<file path="config.mk">
export PLATFORM = sky130hd
export DESIGN_NAME = fifo_stream_out
export DESIGN_NICKNAME = d
export VERILOG_FILES = /design/src/rtl/fifo_stream_out.sv
export SDC_FILE = /design/constraint.sdc
export NUM_CORES = 1
export LEC_CHECK = 0
export ABC_AREA = 1
export BUFFER_PORTS_ARGS = -buffer_cell sky130_fd_sc_hd__clkbuf_2
export CAP_MARGIN = 20
export CORE_MARGIN = 2
export CORE_UTILIZATION = 48
export DETAILED_ROUTE_END_ITERATION = 10
export PLACE_DENSITY = 0.73
export REMOVE_ABC_BUFFERS = 1
export SLEW_MARGIN = 10
export SYNTH_ARGS = -nofsm -noshare
export SYNTH_HDL_FRONTEND = slang
export SYNTH_SLANG_ARGS = --single-unit
</file>
<file path="constraint.sdc">
create_clock -name clk -period 1.3 [get_ports clk]
set_input_delay 0 -clock clk [delete_from_list [all_inputs] [get_ports clk]]
set_output_delay 0 -clock clk [all_outputs]
set_load 0.1 [all_outputs]
</file>
<file path="src/rtl/fifo_stream_out.sv">
`default_nettype none
// ============================================================================
// Module      : fifo_stream_out
// Description : Read-side adapter for a synchronous FIFO with one-cycle
//               registered read latency. Issues read strobes from registered
//               state only, captures returned words into a 3-entry skid
//               buffer and presents them as a valid/ready stream with
//               fixed-length packet framing on m_last.
// Revision    : 1.0 - initial release
// ============================================================================
module fifo_stream_out #(
    parameter int WIDTH   = 8,
    parameter int PKT_LEN = 4
) (
    input  logic             clk,
    input  logic             rst,
    // FIFO read interface
    output logic             fifo_rd_en,
    input  logic [WIDTH-1:0] fifo_rd_data,
    input  logic             fifo_empty,
    // Stream output
    output logic             m_valid,
    input  logic             m_ready,
    output logic [WIDTH-1:0] m_data,
    output logic             m_last,
    // Status
    output logic [1:0]       occupancy,
    output logic             busy
);

    // ------------------------------------------------------------------------
    // Constants
    // ------------------------------------------------------------------------
    localparam int                  c_BEAT_W    = (PKT_LEN > 1) ? $clog2(PKT_LEN) : 1;
    localparam logic [c_BEAT_W-1:0] c_LAST_BEAT = c_BEAT_W'(PKT_LEN - 1);
    localparam logic [2:0]          c_DEPTH     = 3'd3;

    // ------------------------------------------------------------------------
    // State
    // ------------------------------------------------------------------------
    logic [WIDTH-1:0]    r_buf [0:2];
    logic [1:0]          r_head;
    logic [1:0]          r_tail;
    logic [1:0]          r_count;
    logic                r_inflight;
    logic [c_BEAT_W-1:0] r_beat;

    logic [2:0]          w_level;
    logic                w_rd_en;
    logic                w_valid;
    logic                w_pop;
    logic [1:0]          w_count_next;
    logic [c_BEAT_W-1:0] w_beat_next;

    // Ring pointer increment over three slots: 0 -> 1 -> 2 -> 0.
    function automatic logic [1:0] f_ptr_next(input logic [1:0] p);
        return (p == 2'd2) ? 2'd0 : p + 2'd1;
    endfunction

    // ------------------------------------------------------------------------
    // Read issue: a slot is reserved for every word either buffered or on its
    // way back from the FIFO, so a returning word always finds free space.
    // Only registered state and fifo_empty feed this path; m_ready does not.
    // ------------------------------------------------------------------------
    assign w_level = {1'b0, r_count} + {2'b00, r_inflight};
    assign w_rd_en = !rst && !fifo_empty && (w_level < c_DEPTH);

    // ------------------------------------------------------------------------
    // Stream handshake
    // ------------------------------------------------------------------------
    assign w_valid = (r_count != 2'd0);
    assign w_pop   = w_valid && m_ready;

    // Next buffer level: a capture and a pop in the same cycle cancel out.
    always_comb begin
        w_count_next = r_count;
        case ({r_inflight, w_pop})
            2'b10:   w_count_next = r_count + 2'd1;
            2'b01:   w_count_next = r_count - 2'd1;
            default: w_count_next = r_count;
        endcase
    end

    // Next beat position within the packet, wrapping after the last beat.
    always_comb begin
        w_beat_next = r_beat;
        if (w_pop) begin
            if (r_beat == c_LAST_BEAT) begin
                w_beat_next = '0;
            end else begin
                w_beat_next = r_beat + c_BEAT_W'(1);
            end
        end
    end

    // Control state: pointers, level, in-flight flag and packet position.
    always_ff @(posedge clk) begin
        if (rst) begin
            r_head     <= 2'd0;
            r_tail     <= 2'd0;
            r_count    <= 2'd0;
            r_inflight <= 1'b0;
            r_beat     <= '0;
        end else begin
            r_inflight <= w_rd_en;
            r_count    <= w_count_next;
            r_beat     <= w_beat_next;
            if (r_inflight) begin
                r_tail <= f_ptr_next(r_tail);
            end
            if (w_pop) begin
                r_head <= f_ptr_next(r_head);
            end
        end
    end

    // Data storage: write the word returned by last cycle's read. Contents
    // are don't-care after reset, so no reset is applied here.
    always_ff @(posedge clk) begin
        if (r_inflight) begin
            r_buf[r_tail] <= fifo_rd_data;
        end
    end

    // ------------------------------------------------------------------------
    // Outputs (all but fifo_rd_en come straight from registered state)
    // ------------------------------------------------------------------------
    assign fifo_rd_en = w_rd_en;
    assign m_valid    = w_valid;
    assign m_data     = r_buf[r_head];
    assign m_last     = w_valid && (r_beat == c_LAST_BEAT);
    assign occupancy  = r_count;
    assign busy       = w_valid || r_inflight;

endmodule
`default_nettype wire

</file>
* Word level (Yosys, flattened, before mapping) *
Memory sizes are Yosys's and may differ from the RTL's. A register that Yosys moved wholly into a read port is not among the register bits.
Cells that the tools add are included.

word-level totals
  register bits = 9
  latch bits = 0
  memory bits (writable) = 24
  ROM bits = 0
  output and inout bits = 14
  logic and storage cells = 35
  memories = 1

memories
  name   depth  width  read ports  clocked after memory_dff  write ports  RTL line  source
  r_buf  3      8      1           1                         1            41        logic [WIDTH-1:0] r_buf [0:2];

operators by class
  add/sub/neg operators = 6
  $mul = 0
  divide/modulo/power cells = 0
  magnitude comparators = 1
  equal/unequal tests = 5
  shift-type cells = 0
  muxes and demuxes = 8
  bitwise logic cells = 0
  reductions and logical operators = 9

operators by type and width
  operator             count
  $mux 2               5
  $add 2x1->2 const B  4
  $eq 2x2->1 const B   4
  $logic_and 1x1->1    4
  $pmux 2 s2           1
  $reduce_bool 2->1    2
  $add 2x1->3          1
  $lt 3x2->1 const B   1
  $eq 2x1->1 const B   1
  $logic_not 1->1      2
  $mux 1               2
  $sub 2x1->2 const B  1
  $logic_or 1x1->1     1

* Depth between registers and ports, before layout *
  depth after elaboration = 4
  depth in mapped cells = 8

* Least setup slack after synthesis *
OpenSTA, ideal clock, no wires.

  kind = register to output
  start point = register r_count[0], in the netlist occupancy[0]
  end point = output port fifo_rd_en
  data arrival time = 3.736 ns
  slack = -2.436 ns
  stages on the path, launching flop included = 4
  path buffers = 0
  cells stage by stage = dfxtp_1 > ha_1 > ha_1 > a21boi_0

between the ends
  cells in the longest elaborated chain, start to end = 3

ends and longest elaborated chain
  what                    RTL line  source
  from (decl)             44        logic [1:0] r_count;
  from (signal assigned)  106       r_count <= w_count_next;
  $add 2x1->3             65        assign w_level = {1'b0, r_count} + {2'b00, r_inflight};
  $lt 3x2->1              66        assign w_rd_en = !rst && !fifo_empty && (w_level < c_DEPTH);
  $logic_and 1x1->1       66
  to (decl)               18        output logic fifo_rd_en,

Every way passes these cells.

* Worst setup path in the final report *
  start point = register r_inflight
  end point = output port fifo_rd_en

between the ends
  cells in the longest elaborated chain, start to end = 3

ends and longest elaborated chain
  what                    RTL line  source
  from (decl)             45        logic r_inflight;
  from (signal assigned)  105       r_inflight <= w_rd_en;
  $add 2x1->3             65
  $lt 3x2->1              66
  $logic_and 1x1->1       66

Every way passes these cells.

==> results.txt <==
- Across the VDD grid, the largest voltage drop is 1610 uV.
- Post-synthesis instance area: 1420 um2
- Before CTS, the worst setup slack after placement is -68.8 ps.
- At the worst endpoint, the required time is 1300 ps.
- By area the synthesized netlist is led by sky130_fd_sc_hd__edfxtp_1 (51%), sky130_fd_sc_hd__dfxtp_1 (15%), sky130_fd_sc_hd__a21oi_1 (6.7%), sky130_fd_sc_hd__nor2_1 (6.3%), sky130_fd_sc_hd__nand2_1 (4.5%).
- The root buffer cell chosen for the clock tree is sky130_fd_sc_hd__clkbuf_4.
* Achievable clock frequency: 655 MHz
- CTS Sinks: 35
- The final reports fail on hold timing, setup timing.
- Data arrival time of the critical path: 1530 ps
- Antenna cell count: 0
- Classification of the worst-slack hold path: in2reg
* Skew final: between 1.5 and 2 ps
- Average size of a mapped cell: 11.0 um2
- Final weighted congestion of routability-driven global placement: 0.766
- Setup violations remaining at the end of the flow were counted as 13.
* Die Height: ~58 um
- Area share of fa/ha/maj cells after synthesis: 0.0351
- Wire length of the first global-routing pass: 5280 um
- Across every metal layer, demand over resource in global routing totals 0.218.
- The final layout contains routed wiring with a total length of approximately 3400 um.
* Number of maximum-capacitance constraint violations: 0
- Once detailed placement completed, the half-perimeter wirelength came to 2060 um.
- Hold-fix buffers at CTS: 9
* ANT nets after route: 0
* Clock buffer depth: 2
- Final net count: 200
- The critical path is of the reg2out type.
* Part of the cycle the worst path needs: 1.17
- Total number of vias: 1129
- Starting Density: 0.512
- Entering global routing, the biggest net connects 12 pins.
- Clock-pin slew was measured on the worst setup and hold paths at roughly 100 ps.
- The total count of max-transition violations in the final report is 0.
- After technology mapping, the gate count stands at 130.
- The number of antenna violations at the first check in global routing was 0.
- Port-buffer cells: 25
- Setup repair after global routing missed its margin: true
- Avg Vias per Cell: 5.23
- Power Density: around 1500 nW/um2
* Critical path startpoint category: register
- Ports: 26
- Synthesized-area fraction occupied by xor and xnor cells: 0
- Area leader, netlist: sky130_fd_sc_hd__edfxtp_1
* Dominant combinational cell family by area after synthesis: simple AND/OR/NAND/NOR gates
- In this run the standard cell core region covers 2780 um2.
- Level count of the clock H-tree: 2
- Of the post-synthesis cell area, the dominant cell type holds 0.506.
* Most numerous cell on the critical path: sky130_fd_sc_hd__ha_4
* Row Count: 19
* Biggest cell delay along the critical path: 350 ps
- Crit path max-delay cell type: sky130_fd_sc_hd__dfxtp_2
* Synth-to-layout area growth: 60.0%
- Total grt overflow: 0
- In the final layout, the share of cells above drive strength 1 is 0.503.
- STA classifies the critical path endpoint as a primary output.
- Along the worst path, the maximum fanout reaches 2.
- The portion of synthesized area spent on multiplexers is 0.
* Clock tree from TritonCTS: built
* Synthesized-area fraction occupied by and/or/nand/nor cells: 0.164
- Final routed DRC violation total: 0
* Clock latency on the worst-skew pair: about 340 ps
- Final hold analysis gives a worst-case slack of -84.4 ps.
- Normalized max-slew margin: 0.763
* TritonCTS buffer count: 5
- The critical path goes through ha_4 -> ha_4 -> nor3_4 -> a21boi_4 -> buf_12.
- Least-Margin Pin Slew: 355 ps
* Floorplan die width: 58.5 um
* Number of synthesized register bits: 35
* Starting DRT DRC Count: 36
* Synth Area in Compound Gates: 0.0914
- For this run, the number of Yosys warnings is 0.
* Number of detailed-routing iterations run before antenna repair: 4
- Summed over all cells, the static leakage comes to 0.903 nW.
* Hold Vio Cnt, Final: 3
* Minimum setup slack in the final design: -227 ps
* Result of the run: finished with violations
* Proportion of synthesized chip area in sequential cells: 0.661
* Area enclosed by the die boundary: 3420 um2
- Number of filler cells placed in the layout: ~140
- Via count of the first global-routing pass: around 1200
- Count of different cell masters after synthesis: 19
* Routed length per placed instance: 15.9 um
* Crit path time final: 1530 ps
## cell usage in the layout (no fill, tap or decap), drive strengths merged
| cell | instances |
|---|---|
| nor3 | 2 |
| clkbuf | 16 |
| dfxtp | 11 |
| nor2 | 26 |
| clkinv | 3 |
| edfxtp | 24 |
| a21oi | 19 |
| dlygate4sd3 | 9 |
| buf | 29 |
| nand3 | 2 |
| o21ai | 4 |
| ha | 4 |
| nand2 | 19 |
| inv | 13 |
| nand4 | 1 |
| a21boi | 2 |
| clkinvlp | 1 |
## layer usage
metal | routed length [um] | part of all wire | track usage | up-vias
li1 | - | - | - | 549
met3 | 160 | 0.047 | 0.0637 | 9
met4 | 88 | 0.026 | 0.110 | 0
met5 | 0 | 0 | 0 | -
met2 | 1920 | 0.56 | 0.403 | 32
met1 | 1270 | 0.37 | 0.220 | 539
## per-stage QoR
stage	power (mW)	utilization	TNS, ps	area [um2]	std cells
6_report	3.43	0.819	-1040	2280	216
5_1_grt	3.56	0.819	-1850	2280	216
4_1_cts	3.30	0.768	-903	2140	213
3_5_place_dp	2.59	0.659	-137	1830	194
3_3_place_gp	2.55	0.659	-4.69	1830	194
2_1_floorplan	2.12	-	-16160	1410	128
## final cells by class
class,instances,area [um2],share of cell area
clock buffer,5,37.5,0.0165
clock inverter,3,15.0,0.00659
inverter,14,71.3,0.0313
multi-input combinational,79,609,0.267
sequential,35,952,0.418
tap,31,38.8,0.0170
timing repair buffer,49,554,0.243
## sequential cells by signal, indices dropped and copies added (netlist names), named ones only
register,cells
r_head,2
r_buf,24
r_tail,2
r_inflight,1
r_beat,2
occupancy,2
## path summary, 6_finish.rpt
| kind | from | endpoint | slack, ps | depth (start not counted) |
|---|---|---|---|---|
| setup / recovery | r_inflight | fifo_rd_en | -230 | 5 |
| hold reg to reg | r_tail[1] | r_tail[1] | 490 | 2 |
| setup reg to reg | occupancy[0] | occupancy[1] | -190 | 10 |
| hold / removal | rst | r_tail[1] | -80 | 2 |
## power by group
group	internal [mW]	switching [mW]	leakage (nW)
combinational	0.586	0.967	0.557
clock	0.201	0.370	0.0347
sequential	1.26	0.0546	0.311
## what timing repair did
| action | 4_1_cts | 5_1_grt |
|---|---|---|
| gates cloned | 0 | 0 |
| endpoints found under the hold margin | 28 | 2 |
| buffers inserted | 3 | 4 |
| gates resized for setup | 44 | 28 |
| endpoints found under the setup margin | 13 | 35 |
| pin swaps | 10 | 15 |
## worst max-delay path, delay by kind of cell (launching register included)
family | cells | cell delay (ps)
and+or+nand+nor | 1 | 110
DFF | 1 | 350
AOI/OAI and AO/OA | 1 | 220
buffers and inverters | 1 | 190
adders and majority gates | 2 | 310
## cells by family (layout without fill, tap and decap cells)
logic type                 count (synthesis)  count (layout)
and+or+nand+nor                           50              50
AOI/OAI and AO/OA                         25              25
adders and majority gates                  4               4
buffers and inverters                     16              71
DFF                                       35              35
## Yosys cell counts (all sizes together)
master and count:
a21oi 19, nor2 26, buf 2, nand3 2
o21ai 4, nand2 19, nor3 2, nand4 1
inv 14, dfxtp 11, a21boi 2, edfxtp 24
ha 4
No activity file was read; power rests on OpenSTA's default activity.
